<file path="config.mk">
export PLATFORM = sky130hd
export DESIGN_NAME = rh_axi4_wr_slave
export DESIGN_NICKNAME = d
export VERILOG_FILES = /design/src/rtl/rh_axi4_pkg.sv /design/src/rtl/rh_axi4_sync_fifo.sv /design/src/rtl/rh_axi4_wr_slave.sv
export SDC_FILE = /design/constraint.sdc
export NUM_CORES = 1
export LEC_CHECK = 0
export BUFFER_PORTS_ARGS = -buffer_cell sky130_fd_sc_hd__buf_2
export CAP_MARGIN = 10
export CORE_MARGIN = 4
export CORE_UTILIZATION = 55
export DETAILED_ROUTE_END_ITERATION = 6
export GPL_TIMING_DRIVEN = 0
export PLACE_DENSITY = 0.74
export SLEW_MARGIN = 25
export SYNTH_ARGS = -nofsm -noshare
export SYNTH_HDL_FRONTEND = slang
export SYNTH_SLANG_ARGS = --single-unit
</file>
<file path="constraint.sdc">
create_clock -name ACLK -period 2.9 [get_ports ACLK]
set_input_delay 0.58 -clock ACLK [delete_from_list [all_inputs] [get_ports ACLK]]
set_output_delay 0.58 -clock ACLK [all_outputs]
set_load 0.005 [all_outputs]
</file>
<file path="src/rtl/rh_axi4_pkg.sv">
// Shared AXI4 write-slave types: burst/response encodings, queued AW control fields
// and the per-beat address generator (WRAP support gated by RH_AXI4_WR_SLAVE_WRAP_EN).
package rh_axi4_pkg;

    typedef enum logic [1:0] {
        BURST_FIXED = 2'b00,
        BURST_INCR  = 2'b01,
        BURST_WRAP  = 2'b10,
        BURST_RSVD  = 2'b11
    } burst_e;

    typedef enum logic [1:0] {
        RESP_OKAY   = 2'b00,
        RESP_EXOKAY = 2'b01,
        RESP_SLVERR = 2'b10,
        RESP_DECERR = 2'b11
    } resp_e;

    localparam logic [1:0] OKAY   = RESP_OKAY;
    localparam logic [1:0] SLVERR = RESP_SLVERR;

    // Width-independent part of a queued AW request; id and address ride alongside it.
    typedef struct packed {
        logic [7:0] len;
        logic [2:0] size;
        burst_e     burst;
    } aw_entry_t;

    // Works on a 64-bit address so any AW up to 64 can use it; callers keep the low AW bits.
    function automatic logic [63:0] next_addr(input logic [63:0] addr,
                                              input logic [2:0]  size,
                                              input logic [7:0]  len,
                                              input burst_e      burst);
        logic [63:0] step;
`ifdef RH_AXI4_WR_SLAVE_WRAP_EN
        logic [63:0] wmask;
`endif
        step = 64'd1 << size;
        next_addr = addr;
        case (burst)
            BURST_INCR: next_addr = addr + step;
`ifdef RH_AXI4_WR_SLAVE_WRAP_EN
            BURST_WRAP: begin
                wmask     = ((64'(len) + 64'd1) << size) - 64'd1;
                next_addr = (addr & ~wmask) | ((addr + step) & wmask);
            end
`endif
            default:    next_addr = addr;
        endcase
    endfunction

endpackage

</file>
<file path="src/rtl/rh_axi4_sync_fifo.sv">
// Show-ahead synchronous FIFO used as the AW request queue; a simultaneous push and pop
// is accepted even when full.
module rh_axi4_sync_fifo #(
    parameter int WIDTH = 8,
    parameter int DEPTH = 4
) (
    input  logic             ACLK,
    input  logic             ARESETN,
    input  logic             push,
    input  logic [WIDTH-1:0] wdata,
    input  logic             pop,
    output logic [WIDTH-1:0] rdata,
    output logic             full,
    output logic             empty
);

    localparam int PW = $clog2(DEPTH);

    logic [WIDTH-1:0] store [DEPTH];
    logic [PW-1:0]    wr_ptr;
    logic [PW-1:0]    rd_ptr;
    logic [PW:0]      count;
    logic             do_push;
    logic             do_pop;

    assign full    = (count == (PW+1)'(DEPTH));
    assign empty   = (count == '0);
    assign do_pop  = pop & ~empty;
    assign do_push = push & (~full | do_pop);
    assign rdata   = store[rd_ptr];

    always_ff @(posedge ACLK or negedge ARESETN) begin
        if (!ARESETN) begin
            wr_ptr <= '0;
            rd_ptr <= '0;
            count  <= '0;
        end else begin
            if (do_push) wr_ptr <= wr_ptr + PW'(1);
            if (do_pop)  rd_ptr <= rd_ptr + PW'(1);
            if (do_push && !do_pop)      count <= count + (PW+1)'(1);
            else if (do_pop && !do_push) count <= count - (PW+1)'(1);
        end
    end

    // Storage needs no reset: the pointers alone define what is valid.
    always_ff @(posedge ACLK) begin
        if (do_push) store[wr_ptr] <= wdata;
    end

endmodule

</file>
<file path="src/rtl/rh_axi4_wr_slave.sv">
// AXI4 write-channel slave: queues AW requests, turns each W beat into a one-cycle local
// memory write and returns one B per burst. WRAP bursts need RH_AXI4_WR_SLAVE_WRAP_EN.
module rh_axi4_wr_slave
    import rh_axi4_pkg::*;
#(
    parameter int IW        = 4,
    parameter int AW        = 32,
    parameter int DW        = 32,
    parameter int AWQ_DEPTH = 4
) (
    input  logic            ACLK,
    input  logic            ARESETN,
    input  logic            AWVALID,
    output logic            AWREADY,
    input  logic [IW-1:0]   AWID,
    input  logic [AW-1:0]   AWADDR,
    input  logic [7:0]      AWLEN,
    input  logic [2:0]      AWSIZE,
    input  logic [1:0]      AWBURST,
    input  logic            WVALID,
    output logic            WREADY,
    input  logic [DW-1:0]   WDATA,
    input  logic [DW/8-1:0] WSTRB,
    input  logic            WLAST,
    output logic            BVALID,
    input  logic            BREADY,
    output logic [IW-1:0]   BID,
    output logic [1:0]      BRESP,
    output logic            mem_we,
    output logic [AW-1:0]   mem_addr,
    output logic [DW-1:0]   mem_wdata,
    output logic [DW/8-1:0] mem_wstrb
);

    localparam int EW       = $bits(aw_entry_t);
    localparam int QW       = IW + AW + EW;
    localparam int MAX_SIZE = $clog2(DW/8);

    typedef enum logic [1:0] {ST_IDLE, ST_DATA, ST_RESP} state_t;

    state_t        state;
    logic          aw_rdy;
    logic          q_full, q_empty, q_push, q_pop;
    logic [QW-1:0] q_wdata, q_rdata;
    aw_entry_t     aw_in, head, cur;
    logic [IW-1:0] head_id, cur_id;
    logic [AW-1:0] head_addr, cur_addr;
    logic          head_err, cfg_err, wlast_err;
    logic [7:0]    beat_cnt;
    logic          wready_r, bvalid_r;
    logic [IW-1:0] bid_r;
    logic [1:0]    bresp_r;
    logic [63:0]   cur_addr_ext, nxt_addr_ext;
    logic          unused_addr_hi;
    logic          w_hs, last_beat;

    assign AWREADY = aw_rdy & ~q_full;
    assign WREADY  = wready_r;
    assign BVALID  = bvalid_r;
    assign BID     = bid_r;
    assign BRESP   = bresp_r;

    assign q_push  = AWVALID & AWREADY;
    assign q_pop   = ~q_empty & ((state == ST_IDLE) | ((state == ST_RESP) & BREADY));
    assign q_wdata = {AWID, AWADDR, aw_in};
    assign {head_id, head_addr, head} = q_rdata;

    assign w_hs      = WVALID & wready_r;
    assign last_beat = (beat_cnt == cur.len);

    rh_axi4_sync_fifo #(
        .WIDTH (QW),
        .DEPTH (AWQ_DEPTH)
    ) u_awq (
        .ACLK    (ACLK),
        .ARESETN (ARESETN),
        .push    (q_push),
        .wdata   (q_wdata),
        .pop     (q_pop),
        .rdata   (q_rdata),
        .full    (q_full),
        .empty   (q_empty)
    );

    always_comb begin
        aw_in.len   = AWLEN;
        aw_in.size  = AWSIZE;
        aw_in.burst = burst_e'(AWBURST);
    end

    // Errors decided once per burst at pop time; these suppress every mem_we of the burst.
    always_comb begin
        head_err = (head.size > 3'(MAX_SIZE));
        case (head.burst)
            BURST_RSVD: head_err = 1'b1;
`ifdef RH_AXI4_WR_SLAVE_WRAP_EN
            BURST_WRAP: if (!(head.len inside {8'd1, 8'd3, 8'd7, 8'd15})) head_err = 1'b1;
`else
            BURST_WRAP: head_err = 1'b1;
`endif
            default: ;
        endcase
    end

    always_comb begin
        cur_addr_ext           = '0;
        cur_addr_ext[AW-1:0]   = cur_addr;
        nxt_addr_ext           = next_addr(cur_addr_ext, cur.size, cur.len, cur.burst);
        unused_addr_hi         = ^nxt_addr_ext;
    end

    always_ff @(posedge ACLK or negedge ARESETN) begin
        if (!ARESETN) begin
            state     <= ST_IDLE;
            aw_rdy    <= 1'b0;
            cur       <= '0;
            cur_id    <= '0;
            cur_addr  <= '0;
            beat_cnt  <= '0;
            cfg_err   <= 1'b0;
            wlast_err <= 1'b0;
            wready_r  <= 1'b0;
            bvalid_r  <= 1'b0;
            bid_r     <= '0;
            bresp_r   <= '0;
            mem_we    <= 1'b0;
            mem_addr  <= '0;
            mem_wdata <= '0;
            mem_wstrb <= '0;
        end else begin
            aw_rdy <= 1'b1;
            mem_we <= 1'b0;
            if (q_pop) begin
                cur       <= head;
                cur_id    <= head_id;
                cur_addr  <= head_addr;
                beat_cnt  <= '0;
                cfg_err   <= head_err;
                wlast_err <= 1'b0;
            end
            case (state)
                ST_IDLE: begin
                    if (q_pop) begin
                        state    <= ST_DATA;
                        wready_r <= 1'b1;
                    end
                end
                ST_DATA: begin
                    if (w_hs) begin
                        mem_we    <= ~cfg_err;
                        mem_addr  <= cur_addr;
                        mem_wdata <= WDATA;
                        mem_wstrb <= WSTRB;
                        cur_addr  <= nxt_addr_ext[AW-1:0];
                        beat_cnt  <= beat_cnt + 8'd1;
                        if (WLAST != last_beat) wlast_err <= 1'b1;
                        // Termination is by beat count only; WLAST just feeds the error flag.
                        if (last_beat) begin
                            state    <= ST_RESP;
                            wready_r <= 1'b0;
                            bvalid_r <= 1'b1;
                            bid_r    <= cur_id;
                            bresp_r  <= (cfg_err | wlast_err | ~WLAST) ? SLVERR : OKAY;
                        end
                    end
                end
                ST_RESP: begin
                    if (BREADY) begin
                        bvalid_r <= 1'b0;
                        if (q_pop) begin
                            state    <= ST_DATA;
                            wready_r <= 1'b1;
                        end else begin
                            state <= ST_IDLE;
                        end
                    end
                end
                default: state <= ST_IDLE;
            endcase
        end
    end

endmodule
</file>
# Word-level counts from Yosys, hierarchy flattened

Memories as Yosys holds them, arrays and structs flattened.
Cells that the tools add are included.

RAM bits: 196
Output and inout bits: 78
Word-level logic and storage cells: 107
Bits of input ports: 91
Register bits: 146
Memories: 1

Order comparisons: 1
Bitwise operators: 15
Muxes and demuxes: 34
Equal/unequal tests: 13
Shift operators: 1
Reduce and logical (&&, ||, !) cells: 15
Add/subtract/negate cells: 6

Memories:

| memory      | depth | bits a word | rd ports | clocked after Yosys merged registers in | wr ports | RTL line                | RTL |
|---|---|---|---|---|---|---|---|
| u_awq.store | 4     | 49          | 1        | 0                                       | 1        | rh_axi4_sync_fifo.sv:19 | `logic [WIDTH-1:0] store [DEPTH];` |

Operators by type and width:

| kind                   | number |
|---|---|
| $mux W32               | 4 |
| $add A32 B32 Y32       | 1 |
| $shl A1 B3 Y32 const A | 1 |
| $mux W8                | 3 |
| $mux W1                | 17 |
| $reduce_and A4 Y1      | 3 |
| $mux W2                | 5 |
| $add A8 B1 Y8 const B  | 1 |
| $eq A8 B8 Y1           | 1 |
| $and A1 B1 Y1          | 7 |
| $eq A2 B2 Y1 const B   | 3 |
| $mux W3                | 2 |
| $ne A2 B2 Y1 const B   | 3 |
| $pmux W2 S3            | 1 |
| $add A2 B1 Y2 const B  | 2 |
| $eq A2 B1 Y1 const B   | 2 |
| $not A1 Y1             | 4 |
| $or A1 B1 Y1           | 4 |
| $reduce_bool A2 Y1     | 2 |
| $add A3 B1 Y3 const B  | 1 |
| $eq A3 B3 Y1 const B   | 1 |
| $gt A3 B2 Y1 const B   | 1 |
| $logic_not A3 Y1       | 1 |
| $ne A3 B3 Y1 const B   | 1 |
| 12 further kinds       | 14 |

# Depth between registers and ports, before layout

Depth after elaboration: 11
Mapped depth: 10

# Hierarchy

Synthesis repeated with hierarchy kept, for this count alone.

Cell total of the unflattened synthesis: 998
Area total of the unflattened synthesis: 14,032.2 um^2

By module, submodules not included:

| module            | instances | cells an instance | sequential area each (um^2) | area an instance (um^2) |
|---|---|---|---|---|
| rh_axi4_sync_fifo | 1         | 292               | 6,060.8                     | 7,558.5 |
| rh_axi4_wr_slave  | 1         | 706               | 3,453.3                     | 6,473.7 |

# Worst setup path before layout

Ideal clock, no wire load.

Path type: reg-to-reg
Start: reg u_awq.count[0]
End: mem u_awq.store[1][0] (netlist bit) (enable)
Stages on the path, launching flop included: 4
Buffers on the path: 0
Arrival time: 2,138 ps
Required time: 2,488 ps
Setup slack: 350 ps
Library setup time: 412 ps
Clock period less this slack: 2,550 ps
Path through: dfrtp_1 -> nor2_1 -> a21boi_0 -> and3_1

Elaborated cells between the ends (all ways): 12
Classes of those cells: eq/ne: 1; mux: 2; bitwise: 8; reduce/logical: 1

RTL lines:

| element                       | RTL line                | RTL |
|---|---|---|
| from (decl)                   | rh_axi4_sync_fifo.sv:22 | `logic [PW:0] count;` |
| from (signal assigned)        | rh_axi4_sync_fifo.sv:40 | `if (do_push && !do_pop) count <= count + (PW+1)'(1);` |
| from (signal assigned)        | rh_axi4_sync_fifo.sv:41 | `else if (do_pop && !do_push) count <= count - (PW+1)'(1);` |
| $eq A3 B3 Y1                  | rh_axi4_sync_fifo.sv:26 | `assign full = (count == (PW+1)'(DEPTH));` |
| $not A1 Y1                    | rh_axi4_wr_slave.sv:57  | `assign AWREADY = aw_rdy & ~q_full;` |
| $and A1 B1 Y1                 | rh_axi4_wr_slave.sv:57  |  |
| net AWREADY                   | rh_axi4_wr_slave.sv:14  | `output logic AWREADY,` |
| $and A1 B1 Y1                 | rh_axi4_wr_slave.sv:63  | `assign q_push = AWVALID & AWREADY;` |
| $and A1 B1 Y1                 | rh_axi4_sync_fifo.sv:29 | `assign do_push = push & (~full \| do_pop);` |
| $mux W1                       | rh_axi4_sync_fifo.sv:47 | `if (do_push) store[wr_ptr] <= wdata;` |
| $mux W1 (implied by the code) | rh_axi4_sync_fifo.sv:47 |  |
| to (decl)                     | rh_axi4_sync_fifo.sv:19 |  |

The timed path passes the listed nets, and every way through them passes these cells.

# Worst setup path after layout

Start: reg cur[2] (netlist bit)
End: reg cur_addr[20]

Word-level cells in the longest chain between the ends: 5

RTL lines:

| element                | RTL line                | RTL |
|---|---|---|
| from (decl)            | rh_axi4_wr_slave.sv:45  | `aw_entry_t aw_in, head, cur;` |
| from (signal assigned) | rh_axi4_wr_slave.sv:116 | `cur <= '0;` |
| from (signal assigned) | rh_axi4_wr_slave.sv:134 | `cur <= head;` |
| $shl A1 B3 Y32         | rh_axi4_pkg.sv:38       | `step = 64'd1 << size;` |
| $add A32 B32 Y32       | rh_axi4_pkg.sv:41       | `BURST_INCR: next_addr = addr + step;` |
| $mux W32               | rh_axi4_pkg.sv:40       | `case (burst)` |
| $mux W32               | rh_axi4_wr_slave.sv:149 | `if (w_hs) begin` |
| $mux W32               | rh_axi4_wr_slave.sv:141 | `case (state)` |
| to (signal assigned)   | rh_axi4_wr_slave.sv:136 | `cur_addr <= head_addr;` |
| to (signal assigned)   | rh_axi4_wr_slave.sv:154 | `cur_addr <= nxt_addr_ext[AW-1:0];` |
| to (decl)              | rh_axi4_wr_slave.sv:47  | `logic [AW-1:0] head_addr, cur_addr;` |

No other way between the ends. The select of a mux whose other input is x is not followed.
A chain may end at the register's enable or synchronous reset.

==> run summary <==
outcome -> finished clean
crit path DAT -> 3120 ps
DRT Pass-1 Iters -> 6
Starting Density -> 0.565
cell area after layout -> 16400 µm²
Sequential Power Share -> 0.436
EDFF count, synth -> 196
first-pass GRT wire length -> 49.3 mm
Reg clk slew, reported paths -> 70 ps
I/O Pins -> 169
Seq cells post-synth -> 341
critical path peak fanout -> 10
Slew headroom -> 0.507
Total GRT Usage -> 0.224
Worst VDD drop -> 0.000571 V
fraction of layout cells with a size suffix above 1 -> 0.250
drt drc -> 0
Detailed Route Iter0 Violations -> 858
largest net degree at the start of global routing -> 94
clock root buffer -> clkbuf_16
grt ovf -> 0
Max-Cap Viols -> 0
Max stage delay on crit path -> 350 ps
Pwr per Cell Area -> 1000 nW/µm²
worst slew pin tran -> 735 ps
clock skew -> 8.27 ps
post-route insts no fill -> 1563
Vias/cell -> 5.65
Crit Path Class -> flop to flop
top cells by area, synth -> edfxtp_1, dfrtp_1, mux4_2
initial antenna violation count -> 6
Placed Area -> 15200 µm²
CTS tree -> done
final RePlAce weighted congestion -> 0.928
final worst path period share -> 0.943
register area share after synthesis -> 0.687
Synth cell types -> 65
Area Overhead vs Synth -> 18.4%
port bufs -> 167
Buf+Inv Stages, Crit Path -> 2
Nets -> 1320
CTS Buf Count -> 35
fmax -> 0.366 GHz
P_sw -> 5330 µW
Synth top area share -> 0.425
Top cell by count, worst path -> clkbuf_2
vias in the first global route -> 8772
power share of the clock group -> 0.268
CORE AREA -> 24500 µm²
top cell type by total area after synthesis -> edfxtp_1
Worst Hold Class -> input port to flop
crit end category -> flop
clk sinks -> 341
WL per Instance -> 19.9 µm
Routed Antenna Nets -> 0
fill count -> 1734
placed cell count -> 1500
commonest non-fill, non-tap cell in the layout -> nand2_1
Top delay family on crit path -> compound AO/OA/AOI/OAI gates
Die W -> 167 µm
Post-Syn Nets -> 1111
Gate power share -> 0.296
post-route minimum period -> 2730 ps
CP max-delay cell -> dfrtp_1
Final Max Slew Viols -> 0
cell row count -> 57
worst skew pair latency -> 520 ps
final hold violations -> 0
H-tree Lvls -> 2
Max clock buf depth -> 3
detailed-route via count -> 8828
Mean Syn Cell Area -> 13.8 µm²
post-synthesis cell count -> 1004
synthesized area -> 13900 µm²
commonest non-fill, non-tap cells in the layout -> nand2_1, edfxtp_1, buf_2
HPWL after DPL -> 21.5 mm
LEAKAGE -> 0.00673 µW
worst hold slack -> 255 ps
# setup viols final -> 0
Sw Ratio -> 0.325
ys async rst share -> 0.425
Pint -> 11100 µW
crit path cell chain -> clkbuf_2 > nor3_2 > ha_1 > fa_1 > a211oi_1 > o211ai_1 > nand3_2 > clkbuf_2 > o311ai_0 > nand3_1
DRT Wirelength -> 31.1 mm
Yosys Warn Count -> 0
ys flop type -> edfxtp_1
RSZ-0062 raised after global routing -> no
Die ar. -> 27800 µm²
DIE HEIGHT -> 167 µm
CP startpoint kind -> flop
WP data required -> 3290 ps
what timing repair did:
action	in CTS	in global routing
resized for setup	5	8
endpoints found under the setup margin	14	18
hold endpoints to repair	38	0
setup buffers	1	0
gates cloned	0	0
pin swaps	1	2
hold buffers	1	0
kinds of logic after synthesis:
group                    share of synthesized area
XOR/XNOR                                    0.0152
flip-flops                                   0.687
multiplexers                                0.0854
buffers and inverters                       0.0163
other                                     0.000542
AO/OA/AOI/OAI                               0.0497
AND/OR/NAND/NOR                              0.131
adder cells (fa/ha/maj)                     0.0155
layout make-up:
class                      count  area [µm²]  share of cell area
antenna                        1        2.50            0.000153
buffer                        45         190              0.0116
clock buffer                  45         953              0.0581
clock inverter                17         174              0.0106
inverter                       9        35.0             0.00214
multi-input combinational    607        4150               0.253
sequential                   341        9520               0.580
tap                          324         405              0.0247
timing repair buffer         174         978              0.0596
tightest hold or removal path: cells and delay by family:
family / cells / cell delay [ps]
AND/OR/NAND/NOR: 2 / 80
buffers and inverters: 1 / 70
cell usage after synthesis, drive strengths merged, types with 3 or more instances:
library cell,count
nor3,7
a21oi,8
ha,14
and2,3
o311ai,7
inv,8
a31oi,3
nand2,288
or4,9
a21o,5
and3,9
xor2,6
o22ai,4
nor4,4
dfrtp,145
nor3b,3
edfxtp,196
xnor2,18
o31ai,3
o21ai,20
o211ai,17
or3,4
mux4,49
nand3,24
clkbuf,33
nand4,11
a22oi,10
nand2b,4
buf,14
mux2,7
nor2,36
path summary, 6_finish.rpt:
| kind | cells after the start | start | slack (ps) | end |
|---|---|---|---|---|
| worst max-delay path | 10 | cur[2] | 170 | cur_addr[20] |
| worst min-delay path | 3 | WDATA[0] | 250 | mem_wdata[0] |
| worst max register to register | 10 | cur[2] | 170 | cur_addr[20] |
| worst min register to register | 2 | mem_addr[12] | 470 | mem_addr[12] |
| max in group asynchronous | 3 | ARESETN | 1530 | BID[3] |
| min in group asynchronous | 2 | ARESETN | 580 | mem_wdata[27] |
power groups by stage:
stage	sequential (µW)	combinational, µW	clock [µW]
floorplan	7050	3110	0
global placement	7140	4690	0
detailed placement	7180	4850	0
CTS	7100	4940	4470
global route	7290	5380	4700
finish	7160	4860	4400
metal layers:
metal  track usage  routed length (µm)  up-vias
met1         0.313               12800     4235
met3        0.0514                2760       86
li1              -                   -     4093
met5             0                  58        -
met4        0.0683                 919       10
met2         0.357               14500      404
per-stage QoR:
stage | setup TNS [ps] | power, µW | util | setup slack [ps]
floorplan | 0 | 10200 | - | 350
CTS | 0 | 16500 | 0.668 | 16.4
finish | 0 | 16400 | 0.669 | 166
detailed placement | -1650 | 12000 | 0.621 | -240
global route | 0 | 17400 | 0.669 | 19.0
global placement | -225470 | 11800 | 0.615 | -886
sequential cells by signal, summed over array words and instances, names as in the netlist, 2 cells and up:
| register | count |
|---|---|
| u_awq.store | 196 |
| mem_wstrb | 4 |
| beat_cnt | 8 |
| u_awq.rd_ptr | 2 |
| cur_addr | 32 |
| BID | 4 |
| cur_id | 4 |
| state | 2 |
| u_awq.wr_ptr | 2 |
| cur | 13 |
| u_awq.count | 3 |
| mem_addr | 32 |
| mem_wdata | 32 |
(Power assumes the default switching activity.)
